### src/rtl/mvu_pe_xnor_acc_ctrl.sv
// Binary MVU processing element: popcount(act XNOR wgt) accumulated over SF beats, one result per fold.
// Result valid the cycle after the SF-th beat; input stalls (in_rdy=0) while a result waits on out_rdy.
module mvu_pe_xnor_acc_ctrl #(
  parameter int SIMD  = 8,
  parameter int SF    = 4,
  parameter int TDstI = 16
) (
  input  logic             aclk,
  input  logic             aresetn,
  input  logic             in_v,
  output logic             in_rdy,
  input  logic [SIMD-1:0]  in_act,
  input  logic [SIMD-1:0]  in_wgt,
  output logic             out_v,
  input  logic             out_rdy,
  output logic [TDstI-1:0] out,
  output logic             busy
);

  localparam int CW = (SF > 1) ? $clog2(SF) : 1;
  localparam logic [CW-1:0] CNT_LAST = CW'(SF - 1);

  generate
    if (SF < 1 || SF > 1024) begin : g_bad_sf
      $error("mvu_pe_xnor_acc_ctrl: SF must be in 1..1024");
    end
    if (TDstI < $clog2(SIMD * SF + 1)) begin : g_bad_width
      $error("mvu_pe_xnor_acc_ctrl: TDstI too narrow for SIMD*SF");
    end
  endgenerate

  typedef enum logic [1:0] {
    S_IDLE = 2'd0,
    S_ACC  = 2'd1,
    S_OUT  = 2'd2
  } state_t;

  state_t            state_q, state_d;
  logic [TDstI-1:0]  acc_q, acc_d;
  logic [CW-1:0]     cnt_q, cnt_d;
  logic [TDstI-1:0]  out_q, out_d;

  logic [SIMD-1:0]   match;
  logic [TDstI-1:0]  contrib;
  logic [TDstI-1:0]  sum;

  always_comb begin
    match   = ~(in_act ^ in_wgt);
    contrib = '0;
    for (int i = 0; i < SIMD; i++) begin
      contrib = contrib + TDstI'(match[i]);
    end
    sum = acc_q + contrib;
  end

  // Handshake flags depend only on the state register, never on in_v/out_rdy.
  assign in_rdy = (state_q != S_OUT);
  assign out_v  = (state_q == S_OUT);
  assign busy   = (state_q != S_IDLE);
  assign out    = out_q;

  always_comb begin
    state_d = state_q;
    acc_d   = acc_q;
    cnt_d   = cnt_q;
    out_d   = out_q;
    case (state_q)
      S_IDLE: begin
        if (in_v) begin
          if (SF == 1) begin
            out_d   = contrib;
            state_d = S_OUT;
          end else begin
            acc_d   = contrib;
            cnt_d   = CW'(1);
            state_d = S_ACC;
          end
        end
      end
      S_ACC: begin
        if (in_v) begin
          acc_d = sum;
          if (cnt_q == CNT_LAST) begin
            out_d   = sum;
            cnt_d   = '0;
            state_d = S_OUT;
          end else begin
            cnt_d = cnt_q + CW'(1);
          end
        end
      end
      S_OUT: begin
        if (out_rdy) begin
          acc_d   = '0;
          state_d = S_IDLE;
        end
      end
      default: begin
        state_d = S_IDLE;
        acc_d   = '0;
        cnt_d   = '0;
      end
    endcase
  end

  always_ff @(posedge aclk or negedge aresetn) begin
    if (!aresetn) begin
      state_q <= S_IDLE;
      acc_q   <= '0;
      cnt_q   <= '0;
      out_q   <= '0;
    end else begin
      state_q <= state_d;
      acc_q   <= acc_d;
      cnt_q   <= cnt_d;
      out_q   <= out_d;
    end
  end

endmodule
### config.mk
export PLATFORM = sky130hd
export DESIGN_NAME = mvu_pe_xnor_acc_ctrl
export DESIGN_NICKNAME = d
export VERILOG_FILES = /design/src/rtl/mvu_pe_xnor_acc_ctrl.sv
export SDC_FILE = /design/constraint.sdc
export NUM_CORES = 1
export LEC_CHECK = 0
export CAP_MARGIN = 40
export CORE_MARGIN = 4
export CORE_UTILIZATION = 55
export CTS_BUF_LIST = sky130_fd_sc_hd__clkbuf_2 sky130_fd_sc_hd__clkbuf_4 sky130_fd_sc_hd__clkbuf_8
export DETAILED_ROUTE_END_ITERATION = 10
export GPL_ROUTABILITY_DRIVEN = 0
export PLACE_DENSITY = 0.89
export SLEW_MARGIN = 20
export SYNTH_ARGS = -nofsm -noshare
export SYNTH_HDL_FRONTEND = slang
export SYNTH_SLANG_ARGS = --single-unit
export TNS_END_PERCENT = 10
### constraint.sdc
create_clock -name aclk -period 4.3 [get_ports aclk]
set_input_delay 0.43 -clock aclk [delete_from_list [all_inputs] [get_ports aclk]]
set_output_delay 0.43 -clock aclk [all_outputs]
set_load 0.02 [all_outputs]
=== Word-level counts from Yosys, hierarchy flattened ===
Index checks and enable logic that the tools add are counted.

* $add $sub $neg: 9
* Eq/ne operators: 8
* Mux-type cells: 12
* Bitwise logic cells: 3
* Reduce and logical (&&, ||, !) cells: 6

{| class="wikitable"
|+ Operators by type and width
! cell !! count
|-
| $mux 16 || 3
|-
| $pmux 16 s3 || 1
|-
| $add 16x8->16 || 1
|-
| $mux 2 || 6
|-
| $pmux 2 s3 || 2
|-
| $reduce_and 3->1 || 3
|-
| $add 7x1->8 || 1
|-
| $ne 2x2->1 const B || 4
|-
| $not 8->8 || 1
|-
| $xor 8x8->8 || 1
|-
| $add 6x1->7 || 1
|-
| $add 5x1->6 || 1
|-
| $add 4x1->5 || 1
|-
| $add 3x1->4 || 1
|-
| $eq 2x2->1 const B || 2
|-
| $reduce_and 4->1 || 1
|-
| $add 2x1->3 || 1
|-
| $add 1x1->2 || 1
|-
| $add 2x1->2 const B || 1
|-
| $eq 2x1->1 const B || 1
|-
| $logic_not 2->1 || 1
|-
| $ne 2x1->1 const B || 1
|-
| $reduce_bool 2->1 || 1
|-
| $not 1->1 || 1
|}

* Register bits: 36
* Input bits: 20
* Output and inout bits: 19

=== Logic depth before layout (Yosys ltp) ===
Gate-level depths: netlist (run 1).

* Depth in word-level cells: 12
* Mapped depth: 16
* Gate-level depth less buffers: 16

=== Least setup slack after synthesis (run 1) ===
OpenSTA, ideal clock, no wires.

* Path kind: input to register
* Start point: input port in_act[0]
* End point: register acc_q[9]
* Data arrival time: 4.236 ns
* Required time: 4.181 ns
* Slack: -0.055 ns
* Stages on the path: 16
* Cell sequence: xnor2_1 > fa_1 > inv_1 > fa_1 > inv_1 > fa_1 > ha_1 > inv_1 > fa_1 > inv_1 > ha_1 > a211oi_1 > o21bai_2 > and2b_1 > and2_1 > o21a_1

* Word-level cells in the longest chain between the ends: 12

{| class="wikitable"
|+ RTL lines
! what !! RTL line !! source
|-
| from (decl) || 12 || <nowiki>input logic [SIMD-1:0] in_act,</nowiki>
|-
| $xor 8x8->8 || 48 || <nowiki>match = ~(in_act ^ in_wgt);</nowiki>
|-
| $not 8->8 || 48 ||
|-
| $add 1x1->2 || 51 || <nowiki>contrib = contrib + TDstI'(match[i]);</nowiki>
|-
| $add 2x1->3 || 51 ||
|-
| $add 3x1->4 || 51 ||
|-
| $add 4x1->5 || 51 ||
|-
| $add 5x1->6 || 51 ||
|-
| $add 6x1->7 || 51 ||
|-
| $add 7x1->8 || 51 ||
|-
| $add 16x8->16 || 53 || <nowiki>sum = acc_q + contrib;</nowiki>
|-
| $mux 16 || 81 || <nowiki>if (in_v) begin</nowiki>
|-
| $pmux 16 s3 || 67 || <nowiki>case (state_q)</nowiki>
|-
| to (signal assigned) || 109 || <nowiki>acc_q <= '0;</nowiki>
|-
| to (signal assigned) || 114 || <nowiki>acc_q <= acc_d;</nowiki>
|-
| to (decl) || 39 || <nowiki>logic [TDstI-1:0] acc_q, acc_d;</nowiki>
|}

No other way between the ends. The select of a mux whose other input is x is not followed.
A chain may end at the register's enable or synchronous reset.

=== Worst setup path after layout (run 1) ===
Ends and elaborated chain as after synthesis.

==> results of run 1 <==
## layer usage
| layer | GRT usage (%) | routed length [um] | up-vias |
|---|---|---|---|
| met5 | 0 | 0 | - |
| met4 | 7.72 | 121 | 0 |
| li1 | - | - | 887 |
| met1 | 25.5 | 2090 | 901 |
| met2 | 34.9 | 2470 | 69 |
| met3 | 4.12 | 226 | 12 |
## cell usage in the layout (no fill, tap or decap), types with 3 or more instances in the layout
cell	synthesis	final
xnor2_2	0	5
o31ai_1	6	6
a21oi_1	9	9
xor2_1	11	11
nand3_1	5	5
ha_1	9	6
inv_1	13	11
buf_4	2	17
nand4_1	3	3
o21ai_0	32	23
clkbuf_2	0	4
nor2b_1	3	3
fa_1	5	3
clkbuf_8	0	5
nor2_1	5	5
dfrtp_1	36	36
clkdlybuf4s50_1	0	32
o21ai_1	3	11
xnor2_1	12	7
nand2_1	31	30
## flip-flops by register name, indices dropped and copies added, names as in the netlist
signal,cells
cnt_q,2
acc_q,16
state_q,2
out,16
## stage by stage
step,setup slack [ns],std cells,hold slack (ns)
after floorplan,-0.0296,227,0.134
final,0.0965,328,0.482
after detailed placement,-0.679,314,0.470
after global placement,-0.569,313,0.460
after global routing,0.00324,328,0.509
after CTS,0.0257,327,0.487
## area by class of cell
type | count | area share [%]
multi-input cells | 168 | 44.5
flip-flops and latches | 36 | 31.4
repair buffers | 56 | 17.5
clock buffers | 6 | 2.66
well taps | 48 | 2.09
inverters | 13 | 1.70
clock inverters | 1 | 0.174
## worst max-delay path: stages
cell and delay [ns]:
clkdlybuf4s15_1 0.20, xnor2_2 0.14, fa_1 0.49, inv_2 0.04, fa_1 0.52, inv_1 0.05
fa_1 0.48, ha_2 0.17, inv_1 0.05, fa_2 0.55, inv_2 0.06, ha_4 0.25
a211oi_4 0.29, o21bai_4 0.12, and2b_2 0.24, and2_4 0.16, o21a_1 0.15
## final timing paths
check / to / slack, ns / depth (start not counted)
max: acc_q[9] / 0.1 / 17
min: out[4] / 0.48 / 2
max reg2reg: acc_q[10] / 2.29 / 9
min reg2reg: out[4] / 0.48 / 2
max in group asynchronous: acc_q[4] / 3.41 / 2
min in group asynchronous: out[0] / 0.56 / 2
## synth_stat cells, types with 2 or more instances
cell	count	area, um2
o21ai_0	32	160
a31oi_1	2	12.5
o31ai_1	6	45.0
buf_2	5	25.0
xnor2_1	12	105
nand4_1	3	18.8
a21o_1	2	15.0
a211oi_1	2	15.0
a21oi_1	9	45.0
ha_1	9	113
clkbuf_1	3	11.3
nand3_1	5	25.0
nor2_1	5	18.8
o21ai_1	3	15.0
xor2_1	11	96.3
nand2_1	31	116
buf_4	2	15.0
inv_1	13	48.8
dfrtp_1	36	901
and2_1	2	12.5
fa_1	5	100
a221o_1	2	20.0
nor2_2	2	12.5
nor2b_1	3	18.8
## power breakdown
group	internal (W)	leakage, nW	switching (W)	total [W]
Sequential	0.000400	0.483	0.0000541	0.000454
Combinational	0.000513	0.745	0.000507	0.00102
Clock	0.000117	0.0445	0.000123	0.000239
## cell families (layout without fill, tap and decap cells)
kind of cell               count (synthesis)  in the layout  share of synthesized area (%)
buffers and inverters                     23             76                           4.63
xor gates and xnor gates                  23             23                           9.32
and+or+nand+nor                           65             65                           16.0
muxes                                      2              2                          0.984
AOI/OAI and AO/OA                         64             64                           17.5
DFF                                       36             36                           41.7
adders and majority gates                 14             14                           9.84
## what timing repair did
item                       in CTS  in global routing
hold buffers                    0                  0
buffers inserted                6                  1
resized for setup              24                 22
cloned                          0                  0
pin swaps                       9                 11
setup endpoints to repair      26                 23
==> metrics.yaml, run 1 <==
timing:
  setup_viol: 0
  tightest_slew_ns: 0.630
  hold_violations: 0
  slew_viol_final: 0
  fmax_mhz: 238
  finalCriticalPeriod_ns: 4.20
  rsz0062_at_grt: "no"
  clock-skew-final_ns: 0.00442
  setup-tns-final_ns: 0
  max_slew_margin_pct: 57.9
  fin_crit_sh_pct: 97.8
cells_and_area:
  layout-drive-gt1-share_pct: 20.4
  nNetsFinal: 314
  final_util_pct: 77.3
  fill_cells: 236
  seqCellArea_um2: 901
  stdcell_area_um2: 2870
  multi_input_area_um2: 1280
  syn2layout_area_growth_pct: 32.9
  diodes: 0
synthesis:
  synth_seq_cells: 36
  ys_seq_area_share_pct: 41.7
  async_flop_share_pct: 100
  yosysWarnings: 0
  yosysUniqueCellTypes: 46
  synth_edf_count: 0
  synth_area_per_cell_um2: 9.52
  syn-cell-area_um2: 2160
  syn_inst: 227
  synthFlopType: "dfrtp_1"
  syn_nets: 261
placed_design:
  place_area_um2: 2650
  io_buffers: 38
  dp_hpwl_um: 3160
pwr:
  peakVddDrop_v: 0.000352
  p_leak_nw: 1.27
  power_density_nw_per_um2: 596
  total_power_w: 0.00171
die:
  die_w_um: 70.7
  initial_core_util_pct: 58.1
  rows: 22
  fp.dieH_um: 70.7
  core_area_um2: 3720
  ioPinCount: 39
  die-area_um2: 5000
setup_path:
  reg2reg_from: "acc_q[0]"
  start_kind: "input port"
  cp.arrival_ns: 4.39
  critical_path_class: "in -> reg"
  cp-end-kind: "register"
  required_ns: 4.49
  cp_max_fo: 6
  cp-startpoint: "in_act[0]"
run:
  cap_violations: 0
global_routing:
  grt_pass1_wl_um: 8190
  grt_pass1_vias: 1822
  grt_start_max_net_pins: 37
  grt_usage_pct: 20.4
  overflow: 0
  antenna_found_initial: 0
cts:
  cts_sinks: 36
  htreeDepth: 2
  cts_buffer_depth: 2
  clockRootBuffer: "clkbuf_8"
  insertion_delay_ns: 0.29
  clk_pin_slew_worst_paths_ns: 0.07
  cts_tree: "done"
  numCtsBuffers: 5
detailed_routing:
  drt_iter0_markers: 156
  num_vias: 1869
  via_per_inst: 5.70
  antenna_left: 0
  drc: 0
  first_pass_iters: 7
  wirelength_um: 4900
  avgRoutedWirePerCell_um: 14.9
min_path:
  min_path_type: "reg -> reg"
  holdCritStartpoint: "out[4]"
run_status:
  status: "finished clean"
Power figures use the tool's default switching activity.
==> inputs of run 2 (changes only) <==
CORE_ASPECT_RATIO = 2   (was default)
HOLD_SLACK_MARGIN = 0.1   (was default)
==> metrics.yaml, run 2 (same netlist as run 1, synthesis figures left out) <==
run_status:
  status: "finished clean"
timing:
  fmax_mhz: 237
  fin_crit_sh_pct: 98.1
  tightest_slew_ns: 0.704
  setup-tns-final_ns: 0
  finalCriticalPeriod_ns: 4.22
  hold_slack_ns: 0.478
  clock-skew-final_ns: 0.00507
  setup_viol: 0
  hold_violations: 0
  rsz0062_at_grt: "yes"
  max_slew_margin_pct: 53.0
  slew_viol_final: 0
setup_path:
  start_kind: "input port"
  critical_path_class: "in -> reg"
  cp-end-kind: "register"
  cp_max_fo: 5
  cp.arrival_ns: 4.42
  required_ns: 4.50
detailed_routing:
  drt_iter0_markers: 60
  via_per_inst: 5.68
  drc: 0
  wirelength_um: 5270
  first_pass_iters: 4
  num_vias: 1892
  antenna_left: 0
  avgRoutedWirePerCell_um: 15.8
placed_design:
  place_area_um2: 2680
  io_buffers: 38
  dp_hpwl_um: 3640
global_routing:
  grt_usage_pct: 22.2
  grt_pass1_wl_um: 8590
  grt_pass1_vias: 1999
  antenna_found_initial: 0
  overflow: 0
  grt_start_max_net_pins: 37
cts:
  cts_sinks: 36
  cts_buffer_depth: 2
  numCtsBuffers: 5
  insertion_delay_ns: 0.29
  cts_tree: "done"
  clockRootBuffer: "clkbuf_8"
  clk_pin_slew_worst_paths_ns: 0.07
  ctsHoldBuffers: 0
  htreeDepth: 2
die:
  rows: 32
  fp.dieH_um: 96.6
  die-area_um2: 5060
  die_w_um: 52.3
  core_area_um2: 3840
  ioPinCount: 39
  initial_core_util_pct: 56.2
pwr:
  peakVddDrop_v: 0.000547
  power_density_nw_per_um2: 616
  p_leak_nw: 1.28
min_path:
  min_path_type: "reg -> reg"
cells_and_area:
  syn2layout_area_growth_pct: 32.8
  final_util_pct: 74.7
  final_common_cell: "dfrtp_1"
  layout-drive-gt1-share_pct: 20.9
  stdcell_area_um2: 2870
  mostFrequentLayoutCells: "dfrtp_1 (36), clkdlybuf4s50_1 (32), nand2_1 (29)"
  nNetsFinal: 315
  diodes: 0
run:
  cap_violations: 0
run 2: routing by layer:
layer	part of all wire, %	track usage [%]	up-vias
li1	-	-	890
met1	35	21.8	886
met2	55	39.6	92
met3	4.8	3.39	24
met4	5.2	14.8	0
met5	0	0	-
run 2: cell type report:
class	count	area (um2)
multi-input cells	168	1240
fillers	289	973
flip-flops and latches	36	901
repair buffers	57	517
clock buffers	7	90.1
well taps	51	63.8
inverters	13	48.8
clock inverters	1	7.51
run 2: per-stage QoR:
stage	worst slack (ns)	power, W	std cells
6_report	0.0815	0.00177	333
2_1_floorplan	-0.0296	0.000959	227
3_3_place_gp	-0.547	0.00129	320
4_1_cts	0.00156	0.00169	332
3_5_place_dp	-0.633	0.00133	321
5_1_grt	-0.0934	0.00188	333
run 2: final timing paths:
check | slack, ns | from | to | cells after the start
max | 0.08 | in_wgt[1] | out[13] | 18
min | 0.48 | out[8] | out[8] | 2
max reg2reg | 2.30 | acc_q[1] | acc_q[6] | 7
min reg2reg | 0.48 | out[8] | out[8] | 2
max in group asynchronous | 3.44 | aresetn | out[10] | 2
min in group asynchronous | 0.55 | aresetn | acc_q[6] | 2
run 2: worst max-delay path: stages:
cell	delay [ns]
buf_6	0.09
xnor2_2	0.13
fa_1	0.54
inv_1	0.05
fa_1	0.52
inv_2	0.04
fa_1	0.53
ha_2	0.18
inv_2	0.04
fa_2	0.56
inv_2	0.06
ha_4	0.28
a211oi_2	0.07
o21bai_2	0.23
buf_6	0.16
nand3_1	0.12
xor2_1	0.18
o21ai_0	0.19
run 2: power by group:
part	leakage (nW)	internal [W]	switching, W	total [W]
clock network	0.0479	0.000137	0.000127	0.000263
logic	0.748	0.000515	0.000529	0.00104
registers	0.483	0.000400	0.0000619	0.000462
run 2: timing repair:
| action | in CTS | in global routing |
|---|---|---|
| pin swaps | 11 | 10 |
| setup buffers | 3 | 1 |
| setup endpoints to repair | 26 | 26 |
| gates resized for setup | 24 | 22 |
==> inputs of run 3 (changes only) <==
==> constraint.sdc (replaced) <==
create_clock -name aclk -period 4.3 [get_ports aclk]
set_input_delay 0.86 -clock aclk [delete_from_list [all_inputs] [get_ports aclk]]
set_output_delay 0.86 -clock aclk [all_outputs]
set_load 0.02 [all_outputs]
==> metrics.yaml, run 3 (same netlist as run 1, synthesis figures left out) <==
run_status:
  status: "finished, violations left"
  violations: "setup timing"
setup_path:
  max_stage_delay_ns: 0.57
  required_ns: 4.50
  r2r_cells: 8
  start_kind: "input port"
  crit_end: "acc_q[9]"
  path_buf_inv: 5
  cp_top_family: "adder cells"
  path_cells: "buf_8 > xnor2_4 > fa_1 > inv_2 > fa_1 > inv_1 > fa_1 > ha_2 > inv_2 > fa_2 > inv_2 > ha_4 > a211oi_4 > o21bai_4 > and2b_2 > and2_4 > o21a_1"
  rr_endpoint: "acc_q[14]"
  slowest_stage: "fa_2"
  cp.arrival_ns: 4.77
  reg2reg_from: "acc_q[0]"
  cp-end-kind: "register"
  cp-startpoint: "in_act[3]"
  critical_path_class: "in -> reg"
  cp_max_fo: 4
  cp.depth: 17
  r2r_slack_ns: 2.23
pwr:
  p_leak_nw: 1.30
  total_power_w: 0.00186
  peakVddDrop_v: 0.000534
  seqPwrFrac_pct: 24.7
  clkPwrFrac_pct: 13.3
  comb_power_share_pct: 62.0
  p_sw_w: 0.000764
  p_sw_share_pct: 41.0
  p_int_w: 0.00110
  power_density_nw_per_um2: 627
cts:
  numCtsBuffers: 5
  insertion_delay_ns: 0.31
  cts_tree: "done"
  cts_sinks: 36
  clockRootBuffer: "clkbuf_8"
  clk_pin_slew_worst_paths_ns: 0.07
  htreeDepth: 2
  ctsHoldBuffers: 0
  cts_buffer_depth: 2
detailed_routing:
  first_pass_iters: 4
  via_per_inst: 5.68
  avgRoutedWirePerCell_um: 16.2
  drc: 0
  wirelength_um: 5400
  drt_iter0_markers: 61
  num_vias: 1893
  antenna_left: 0
die:
  rows: 32
  die_w_um: 52.3
  die-area_um2: 5060
  fp.dieH_um: 96.6
  ioPinCount: 39
  initial_core_util_pct: 56.2
  core_area_um2: 3840
cells_and_area:
  fill_cells: 261
  final_cells: 333
  mostFrequentLayoutCells: "dfrtp_1 (36), clkdlybuf4s50_1 (32), nand2_1 (26)"
  syn2layout_area_growth_pct: 37.3
  layout-drive-gt1-share_pct: 26.2
  diodes: 0
  final_common_cell: "dfrtp_1"
  nNetsFinal: 315
timing:
  setup_viol: 26
  fmax_mhz: 219
  fin_crit_sh_pct: 106
  worst_slack_ns: -0.267
  slew_viol_final: 0
  hold_slack_ns: 0.480
  clock-skew-final_ns: 0.00904
  finalCriticalPeriod_ns: 4.57
  hold_violations: 0
  rsz0062_at_grt: "yes"
  max_slew_margin_pct: 50.5
  tightest_slew_ns: 0.740
placed_design:
  io_buffers: 38
  dp_hpwl_um: 3550
  placed_cells: 321
global_routing:
  grtUsageMet3_pct: 5.86
  grt_pass1_wl_um: 8870
  busiest_layer: "met2"
  grt_start_max_net_pins: 37
  grtUsageMet1_pct: 22.8
  overflow: 0
  grt_usage_pct: 23.5
  antenna_found_initial: 0
  use_met2_pct: 40.3
  grt_pass1_vias: 2039
run:
  cap_violations: 0
min_path:
  min_path_type: "reg -> reg"
[run 3: changes by cell type in the layout (fill, tap and decap cells not counted), moves of 2 or more]
| cell | before | now |
|---|---|---|
| clkbuf_2 | 3 | 0 |
| clkinv_2 | 0 | 2 |
| o21ai_1 | 11 | 21 |
| buf_6 | 3 | 6 |
| nand2_1 | 29 | 26 |
| o21ai_2 | 1 | 3 |
| nand2_2 | 2 | 5 |
| xnor2_1 | 9 | 7 |
| o21ai_0 | 24 | 12 |
[run 3: how the worst min path moves through the flow]
stage	from	endpoint	slack [ns]	cells after the start
after floorplan	acc_q[2]	acc_q[2]	0.45	2
after global placement	out[14]	out[14]	0.46	2
after detailed placement	out[2]	out[2]	0.47	2
after CTS	out[2]	out[2]	0.49	2
after global routing	out[4]	out[4]	0.52	2
final	out[2]	out[2]	0.48	2
[run 3: worst reg2reg max path: stages, from the launching register on]
cell and delay [ns]:
dfrtp_1 0.36, ha_1 0.21, inv_1 0.09, fa_2 0.37, nand3b_1 0.22, nand2_2 0.15, nand4_2 0.14, or3_1 0.35
o21ai_1 0.10
[run 3: final cells by class]
cell class	instances	area [um2]	area share, %
multi-input cells	168	1330	44.9
flip-flops and latches	36	901	30.4
repair buffers	57	533	18.0
clock buffers	5	68.8	2.32
well taps	51	63.8	2.15
inverters	13	48.8	1.64
clock inverters	3	18.8	0.633
[run 3: timing repair]
| item | 4_1_cts | 5_1_grt |
|---|---|---|
| gates resized for setup | 62 | 14 |
| pin swaps | 18 | 10 |
| setup endpoints to repair | 30 | 28 |
| setup buffers | 4 | 0 |
[run 3: per-stage QoR]
stage	utilization, %	instance area, um2	setup slack, ns	TNS [ns]
floorplan	-	2220	-0.297	-3.64
global placement	70.8	2720	-0.865	-22.81
detailed placement	70.8	2720	-0.980	-25.89
CTS	75.7	2910	-0.276	-4.29
global route	77.2	2970	-0.386	-7.57
finish	77.2	2970	-0.267	-4.26
[run 3: metal layers]
metal  vias up  part of all wire [%]
met1       918                    35
li1        888                     -
met3        22                   4.3
met5         -                     0
met4         0                   5.0
met2        65                    56
[run 3: power by group through the flow]
stage                     clock (W)  sequential [W]  combinational [W]
final                      0.000248        0.000459            0.00115
after detailed placement          0        0.000461           0.000915
after global placement            0        0.000458           0.000889
after CTS                  0.000248        0.000458            0.00104
after floorplan                   0        0.000464           0.000537
after global routing       0.000267        0.000469            0.00125
